<file path="config.mk">
export PLATFORM = sky130hd
export DESIGN_NAME = ltc2387_adc_emulator
export DESIGN_NICKNAME = d
export VERILOG_FILES = /design/src/rtl/ltc2387_adc_emulator.sv
export SDC_FILE = /design/constraint.sdc
export NUM_CORES = 1
export LEC_CHECK = 0
export CAP_MARGIN = 25
export CORE_MARGIN = 2
export CORE_UTILIZATION = 50
export DETAILED_ROUTE_END_ITERATION = 6
export GPL_TIMING_DRIVEN = 0
export PLACE_DENSITY = 0.76
export SYNTH_ARGS = -nofsm -noshare
export SYNTH_HDL_FRONTEND = slang
export SYNTH_SLANG_ARGS = --single-unit
</file>
<file path="constraint.sdc">
create_clock -name sys_clk_int -period 1.75 [get_ports sys_clk_int]
set_input_delay 0.175 -clock sys_clk_int [delete_from_list [all_inputs] [get_ports sys_clk_int]]
set_output_delay 0.175 -clock sys_clk_int [all_outputs]
set_load 0.01 [all_outputs]
</file>
<file path="src/rtl/ltc2387_adc_emulator.sv">
// LTC2387 serial ADC emulator.
// Turns a cnv/clk request from the FPGA-side interface into a serial sample
// on da (and db in two-lane mode), all timed on the sys_clk_int domain.
// Optional build macro: LTC2387_EMU_TESTPAT_EN replaces sample_in with an
// internal ramp (0 after reset, +1 per accepted conversion).
module ltc2387_adc_emulator #(
  parameter int ADC_WIDTH     = 18,
  parameter int T_CONV_CYCLES = 13
) (
  input  logic                 sys_clk_int,
  input  logic                 reset_int,
  input  logic                 cnv,
  input  logic                 clk,
  input  logic                 tl,
  input  logic [ADC_WIDTH-1:0] sample_in,
  output logic                 dco,
  output logic                 da,
  output logic                 db,
  output logic                 busy
);

  localparam int CNT_W = (T_CONV_CYCLES > 1) ? $clog2(T_CONV_CYCLES) : 1;
  localparam int BIT_W = $clog2(ADC_WIDTH);

  typedef enum logic [1:0] {
    S_IDLE    = 2'd0,
    S_CONVERT = 2'd1,
    S_READY   = 2'd2,
    S_SHIFT   = 2'd3
  } state_t;

  state_t               state_q, state_d;
  logic                 cnv_m_q, cnv_s_q, cnv_p_q;
  logic                 clk_m_q, clk_s_q, clk_p_q;
  logic                 tl_m_q, tl_s_q;
  logic                 tl_lat_q, tl_lat_d;
  logic [CNT_W-1:0]     conv_cnt_q, conv_cnt_d;
  logic [BIT_W-1:0]     bit_cnt_q, bit_cnt_d;
  logic [ADC_WIDTH-1:0] sr_q, sr_d;
  logic                 da_q, da_d;
  logic                 db_q, db_d;
  logic                 busy_q, busy_d;
  logic                 cnv_rise_s, clk_edge_s, conv_done_s, last_edge_s;
  logic [ADC_WIDTH-1:0] sr_shift_s, sample_src_s;

  // Edge detection looks only at the synchronized copies and their history.
  assign cnv_rise_s  = cnv_s_q & ~cnv_p_q;
  assign clk_edge_s  = clk_s_q ^ clk_p_q;
  assign conv_done_s = (conv_cnt_q == CNT_W'(T_CONV_CYCLES - 1));
  assign last_edge_s = tl_lat_q ? (bit_cnt_q == BIT_W'(ADC_WIDTH / 2 - 1))
                                : (bit_cnt_q == BIT_W'(ADC_WIDTH - 1));
  assign sr_shift_s  = tl_lat_q ? {sr_q[ADC_WIDTH-3:0], 2'b00}
                                : {sr_q[ADC_WIDTH-2:0], 1'b0};

  // The history stage of clk is also the dco register: same stage as da/db.
  assign dco  = clk_p_q;
  assign da   = da_q;
  assign db   = db_q;
  assign busy = busy_q;

`ifdef LTC2387_EMU_TESTPAT_EN
  logic [ADC_WIDTH-1:0] ramp_q, ramp_d;

  assign sample_src_s = ramp_q;

  // Test-pattern ramp; wraps naturally at the top of its range.
  always_ff @(posedge sys_clk_int or negedge reset_int) begin
    if (!reset_int) begin
      ramp_q <= '0;
    end else begin
      ramp_q <= ramp_d;
    end
  end

  // Ramp advances once per accepted conversion.
  always_comb begin
    ramp_d = ramp_q;
    if ((state_q == S_IDLE) && cnv_rise_s) begin
      ramp_d = ramp_q + ADC_WIDTH'(1);
    end else begin
      ramp_d = ramp_q;
    end
  end
`else
  assign sample_src_s = sample_in;
`endif

  // Two-flop synchronizers for the asynchronous pins plus edge history.
  always_ff @(posedge sys_clk_int or negedge reset_int) begin
    if (!reset_int) begin
      cnv_m_q <= 1'b0; cnv_s_q <= 1'b0; cnv_p_q <= 1'b0;
      clk_m_q <= 1'b0; clk_s_q <= 1'b0; clk_p_q <= 1'b0;
      tl_m_q  <= 1'b0; tl_s_q  <= 1'b0;
    end else begin
      cnv_m_q <= cnv; cnv_s_q <= cnv_m_q; cnv_p_q <= cnv_s_q;
      clk_m_q <= clk; clk_s_q <= clk_m_q; clk_p_q <= clk_s_q;
      tl_m_q  <= tl;  tl_s_q  <= tl_m_q;
    end
  end

  // FSM state register.
  always_ff @(posedge sys_clk_int or negedge reset_int) begin
    if (!reset_int) begin
      state_q <= S_IDLE;
    end else begin
      state_q <= state_d;
    end
  end

  // FSM next-state logic; cnv outside IDLE is simply not looked at.
  always_comb begin
    state_d = state_q;
    case (state_q)
      S_IDLE:    state_d = cnv_rise_s  ? S_CONVERT : S_IDLE;
      S_CONVERT: state_d = conv_done_s ? S_READY   : S_CONVERT;
      S_READY, S_SHIFT: begin
        if (clk_edge_s) begin
          state_d = last_edge_s ? S_IDLE : S_SHIFT;
        end else begin
          state_d = state_q;
        end
      end
      default:   state_d = S_IDLE;
    endcase
  end

  // FSM output/datapath next values: latch, count, present and shift bits.
  always_comb begin
    tl_lat_d   = tl_lat_q;
    conv_cnt_d = conv_cnt_q;
    bit_cnt_d  = bit_cnt_q;
    sr_d       = sr_q;
    da_d       = da_q;
    db_d       = db_q;
    busy_d     = busy_q;
    case (state_q)
      S_IDLE: begin
        if (cnv_rise_s) begin
          sr_d       = sample_src_s;
          tl_lat_d   = tl_s_q;
          conv_cnt_d = '0;
          busy_d     = 1'b1;
        end else begin
          busy_d = 1'b0;
          da_d   = 1'b0;
          db_d   = 1'b0;
        end
      end
      S_CONVERT: begin
        if (conv_done_s) begin
          da_d      = sr_q[ADC_WIDTH-1];
          db_d      = tl_lat_q ? sr_q[ADC_WIDTH-2] : 1'b0;
          bit_cnt_d = '0;
        end else begin
          conv_cnt_d = conv_cnt_q + CNT_W'(1);
        end
      end
      S_READY, S_SHIFT: begin
        if (clk_edge_s && last_edge_s) begin
          sr_d      = '0;
          bit_cnt_d = '0;
          da_d      = 1'b0;
          db_d      = 1'b0;
          busy_d    = 1'b0;
        end else if (clk_edge_s) begin
          sr_d      = sr_shift_s;
          bit_cnt_d = bit_cnt_q + BIT_W'(1);
          da_d      = sr_shift_s[ADC_WIDTH-1];
          db_d      = tl_lat_q ? sr_shift_s[ADC_WIDTH-2] : 1'b0;
        end else begin
          sr_d = sr_q;
        end
      end
      default: begin
        sr_d   = '0;
        da_d   = 1'b0;
        db_d   = 1'b0;
        busy_d = 1'b0;
      end
    endcase
  end

  // Datapath and output registers.
  always_ff @(posedge sys_clk_int or negedge reset_int) begin
    if (!reset_int) begin
      tl_lat_q   <= 1'b0;
      conv_cnt_q <= '0;
      bit_cnt_q  <= '0;
      sr_q       <= '0;
      da_q       <= 1'b0;
      db_q       <= 1'b0;
      busy_q     <= 1'b0;
    end else begin
      tl_lat_q   <= tl_lat_d;
      conv_cnt_q <= conv_cnt_d;
      bit_cnt_q  <= bit_cnt_d;
      sr_q       <= sr_d;
      da_q       <= da_d;
      db_q       <= db_d;
      busy_q     <= busy_d;
    end
  end

endmodule
</file>
---- Word-level counts from Yosys, hierarchy flattened ----
Cells that the tools add are included.
storage, ports and cells
  word-level logic and storage cells ...... 78
  register bits ........................... 41
  input port bits ......................... 23
  output and inout port bits .............. 4
cells by class
  mux-type cells .......................... 32
  bitwise operators ....................... 3
  reduce and logical (&&, ||, !) cells .... 12
  equality and inequality tests ........... 13
  $add $sub $neg .......................... 2
operators by type and width
  kind                                                              number
  18-bit 2-to-1 mux                                                 4
  18-bit case mux with 2 select lines                               1
  5-bit 2-to-1 mux                                                  3
  1-bit 2-to-1 mux                                                  13
  2-bit inequality test (second input constant)                     6
  3-bit AND reduction                                               4
  5-bit case mux with 2 select lines                                1
  4-bit 2-to-1 mux                                                  2
  4-bit case mux with 2 select lines                                1
  2-bit 2-to-1 mux                                                  3
  1-bit case mux with 3 select lines                                2
  2-bit case mux with 3 select lines                                1
  2-bit nonzero test                                                3
  5-bit by 1-bit adder with 5-bit output (second input constant)    1
  5-bit by 4-bit == test with 1-bit output (second input constant)  1
  5-bit == test (second input constant)                             1
  4-bit by 1-bit adder with 4-bit output (second input constant)    1
  2-bit == test (second input constant)                             2
  4-bit == test (second input constant)                             1
  2-bit AND reduction                                               2
  3-bit inequality test (second input constant)                     1
  2-bit by 1-bit == test with 1-bit output (second input constant)  1
  2-bit zero test                                                   1
  1-bit case mux with 2 select lines                                1
  other kinds (5)                                                   5

---- Depth between registers and ports, before layout ----
  word-level depth ........................ 5
  gate-level depth with buffers ........... 6
  mapped depth without buffers ............ 6

---- Worst setup path before layout ----
OpenSTA, ideal clock, no wires.
  path type ............................... flip-flop to flip-flop
  start point ............................. register bit_cnt_q[3]
  end point ............................... register sr_q[16]
  slack ................................... 0.187 ns
  path buffers ............................ 2
  arrival time ............................ 1.437 ns
  cell stages (with the launch flop) ...... 7
  clock period less this slack ............ 1.563 ns
  data required time ...................... 1.624 ns
  setup time .............................. 0.126 ns
  cell sequence ........................... dfrtp_1 -> and4bb_1 -> o21ai_1 -> and3_1 -> buf_6 -> buf_6 -> a221o_1
on the way
  cells in the longest elaborated chain, start to end .. 5
  elaborated cells between the ends (all ways) .. 8
  classes of those cells .................. 3 x eq/ne; 3 x mux; 2 x reduce/logical
ends and longest elaborated chain
  what                                                                                                line    text
  start, declared                                                                                     38      logic [BIT_W-1:0] bit_cnt_q, bit_cnt_d;
  start signal, assigned                                                                              196     bit_cnt_q <= bit_cnt_d;
  5-bit == test / 5-bit by 4-bit == test with 1-bit output (equally long branches)                    51, 50
  1-bit 2-to-1 mux *                                                                                  50      assign last_edge_s = tl_lat_q ? (bit_cnt_q == BIT_W'(ADC_WIDTH / 2 - 1))
  1-bit logical AND *                                                                                 159     if (clk_edge_s && last_edge_s) begin
  3-bit inequality test (no source line) / 18-bit 2-to-1 mux (equally long branches)                  --
  3-bit AND reduction (no source line) / 18-bit case mux with 2 select lines (equally long branches)  --
  end signal, assigned                                                                                197     sr_q <= sr_d;
  end, declared                                                                                       39      logic [ADC_WIDTH-1:0] sr_q, sr_d;
Mark *: on every way between the ends. The rest lies on a longest branch, timed or not.
A chain may end at the register's enable or synchronous reset.

---- Worst setup path after layout ----
  start point ............................. register bit_cnt_q[4]
  end point ............................... register sr_q[7]
Same word-level chain as after synthesis.

==> out/metrics.yaml <==
sta:
  finalSetupViolCount: 0
  fin_worst_skew_ns: 0.009674
  slew_headroom_pct: 40.13
  drv_slew: 0
  worst_slew_pin_slew_ns: 0.8981
  fin_crit_ns: 1.693
  fin_crit_sh_pct: 96.73
  hold_viol_final: 0
  max_freq_ghz: 0.5907
  setup-tns-final_ns: 0
finish:
  fin_util_pct: 64.04
  register_area_sq_um: 1028
  nFillCells: 286
  final_common_cell: "dfrtp_1"
  final_cell_area_sq_um: 2525
  post_route_cells_drive_above_1_share_pct: 23.83
  nets: 240
  syn_to_final_growth_pct: 25.73
  layout_common_cells: "39 x dfrtp_1, 25 x clkdlybuf4s50_1, 19 x mux2_2, 17 x and3_1, 15 x a221o_1"
  multi_input_area_sq_um: 942.2
  insertedDiodeCount: 0
critical_path:
  crit_chain: "and4bb_2 > o21ai_1 > and3_1 > buf_6 > buf_6 > a221o_1"
  crit_path_max_incr_delay_ns: 0.42
  crit_top_cell: "buf_6"
  cp_num_buf_inv: 2
  path_class: "reg2reg"
  crit_slowest_cell: "dfrtp_1"
  required_ns: 1.92
  r2r_setup_slack_ns: 0.06
  arrival_ns: 1.86
  endpoint_kind: "register"
  crit_family: "simple AND/OR/NAND/NOR gates"
  startpoint_type: "register"
  path_max_fanout: 10
global_route:
  antenna_found_initial: 0
  track_usage_pct: 21.54
  grt_max_degree: 42
  grt-ovfl-total: 0
  grt_first_pass_wirelength_microns: 7155
  grt_pass1_vias: 1533
pwr:
  switching_share_pct: 35.49
  p_seq_share_pct: 38.7
  power_density_nw_per_um2: 1664
  ir_worst_vdd_mv: 0.7476
  power.internal_mw: 2.710
  p_sw_mw: 1.491
  pwr-share-clk_pct: 17.3
  p_leak_nw: 1.143
  p_comb_share_pct: 44.0
clock_tree:
  path_clk_slew_ns: 0.08
  root_buffer: "clkbuf_8"
  insertion_delay_ns: 0.29
  clkSinkCount: 41
  h-tree-depth: 2
  cts_hold_buffers: 0
  cts_tree: "yes"
  cts_made_buffers: 5
  clockBufferDepth: 2
yosys:
  ys_seq_area_share_pct: 51.09
  mappedNetlistArea_sq_um: 2008
  postSynthAreaPerCell_sq_um: 11.54
  postSynthCellCount: 174
  ys_warn_count: 0
  synthesis.nets: 200
  synth_cell_types: 33
  ys_ff_latch: 41
route:
  wl_met3_microns: 182
  highest_layer: "met4"
  vias: 1565
  drt-met1-wl_microns: 1828
  routedWlPerCell_microns: 16.61
  first_iter_violations: 139
  vias_per_cell: 5.928
  ant_nets: 0
  route.detailed.drc: 0
  totalWireLength_microns: 4385
  firstDrtPassIters: 4
  dr_wl_met2_microns: 2308
min_path:
  hp-class: "in2async"
die:
  die_y_microns: 67.38
  die-area_sq_um: 4539
  rows: 23
  start_util_pct: 50.94
  core-area_sq_um: 3943
  pin_count: 27
  die_w_microns: 67.38
job:
  max_cap_viol_count: 0
placed_design:
  dp_hpwl_microns: 3082
  port_buffers: 26
  gp_congestion: 0.8189
  placed_area_sq_um: 2326
run_status:
  status: "finished clean"
-- metrics by stage --
stage | total power, mW | hold slack, ns | worst slack, ns | instances
after floorplan | 2.820 | -0.1206 | 0.1867 | 174
after global placement | 3.206 | 0.3341 | -0.4617 | 250
after detailed placement | 3.333 | 0.3411 | -0.07472 | 250
after CTS | 4.080 | 0.03125 | -0.001028 | 257
after global routing | 4.473 | 0.06384 | -0.002948 | 264
final | 4.202 | 0.001566 | 0.05718 | 264
-- timing repair --
item	4_1_cts	5_1_grt
gates resized for setup	1	9
pin swaps	1	4
buffers inserted	0	7
setup endpoints to repair	4	27
-- power groups by stage --
stage | clock [mW] | combinational [mW] | sequential [mW]
after detailed placement | 0 | 1.69 | 1.64
after CTS | 0.742 | 1.71 | 1.63
after global routing | 0.776 | 2.03 | 1.67
final | 0.729 | 1.85 | 1.62
after global placement | 0 | 1.60 | 1.61
after floorplan | 0 | 1.26 | 1.56
-- logic make-up after synthesis --
| group | share of synthesized area, % |
|---|---|
| AND/OR/NAND/NOR | 15.45 |
| flip-flops | 51.09 |
| AO/OA/AOI/OAI | 15.39 |
| multiplexers | 10.65 |
| buffers and inverters | 3.800 |
| XOR/XNOR | 1.745 |
| adder cells (fa/ha/maj) | 1.869 |
-- routing by layer --
| metal | vias up | GRT usage, % |
|---|---|---|
| met4 | 0 | 8.163 |
| met2 | 36 | 36.01 |
| met3 | 7 | 6.167 |
| met1 | 790 | 26.45 |
| li1 | 732 | - |
| met5 | - | 0 |
-- sequential cells by signal (all words and copies together), names as in the netlist --
| signal | flops |
|---|---|
| sr_q | 18 |
| bit_cnt_q | 5 |
| conv_cnt_q | 4 |
| state_q | 2 |
| busy | 1 |
| clk_m_q | 1 |
| clk_s_q | 1 |
| cnv_m_q | 1 |
| cnv_p_q | 1 |
| cnv_s_q | 1 |
| da | 1 |
| db | 1 |
| dco | 1 |
| tl_lat_q | 1 |
| tl_m_q | 1 |
| tl_s_q | 1 |
-- cell type report --
class	count	share of cell area, %
sequential	41	40.73
multi-input combinational	118	37.31
timing repair buffer	33	12.19
clock buffer	5	2.725
buffer	11	2.577
tap	50	2.478
clock inverter	2	1.388
inverter	4	0.5946
-- synth_stat cells (all sizes together) --
| library cell | instances | area, sq um |
|---|---|---|
| dfrtp | 41 | 1026 |
| mux2 | 19 | 214.0 |
| and3 | 17 | 106.4 |
| a221o | 15 | 150.1 |
| nor2 | 10 | 37.54 |
| a21oi | 8 | 40.04 |
| nand2 | 8 | 32.54 |
| nand3 | 8 | 40.04 |
| buf | 6 | 42.54 |
| o21ai | 6 | 30.02 |
| clkbuf | 5 | 18.77 |
| inv | 4 | 15.01 |
| ha | 3 | 37.54 |
| nor2b | 3 | 18.77 |
| xor2 | 3 | 26.28 |
| a2bb2oi | 2 | 17.52 |
| a31oi | 2 | 12.51 |
| a32oi | 2 | 17.52 |
| and4bb | 2 | 25.02 |
| a221oi | 1 | 8.760 |
| a22o | 1 | 8.760 |
| nand2b | 1 | 6.260 |
| nand4 | 1 | 6.260 |
| nand4b | 1 | 8.760 |
| nor3 | 1 | 5.000 |
| nor4b | 1 | 23.77 |
| o211ai | 1 | 7.510 |
| o41ai | 1 | 16.27 |
| xnor2 | 1 | 8.760 |
-- path summary, 6_finish.rpt --
check | startpoint | endpoint | depth (start not counted)
worst max-delay path | bit_cnt_q[4] | sr_q[7] | 6
worst min-delay path | reset_int | bit_cnt_q[1] | 1
worst max register to register | bit_cnt_q[4] | sr_q[7] | 6
worst min register to register | clk_m_q | clk_s_q | 0
max in group asynchronous | reset_int | bit_cnt_q[3] | 1
min in group sys_clk_int | cnv | cnv_m_q | 1
Power figures use the tool's default switching activity.
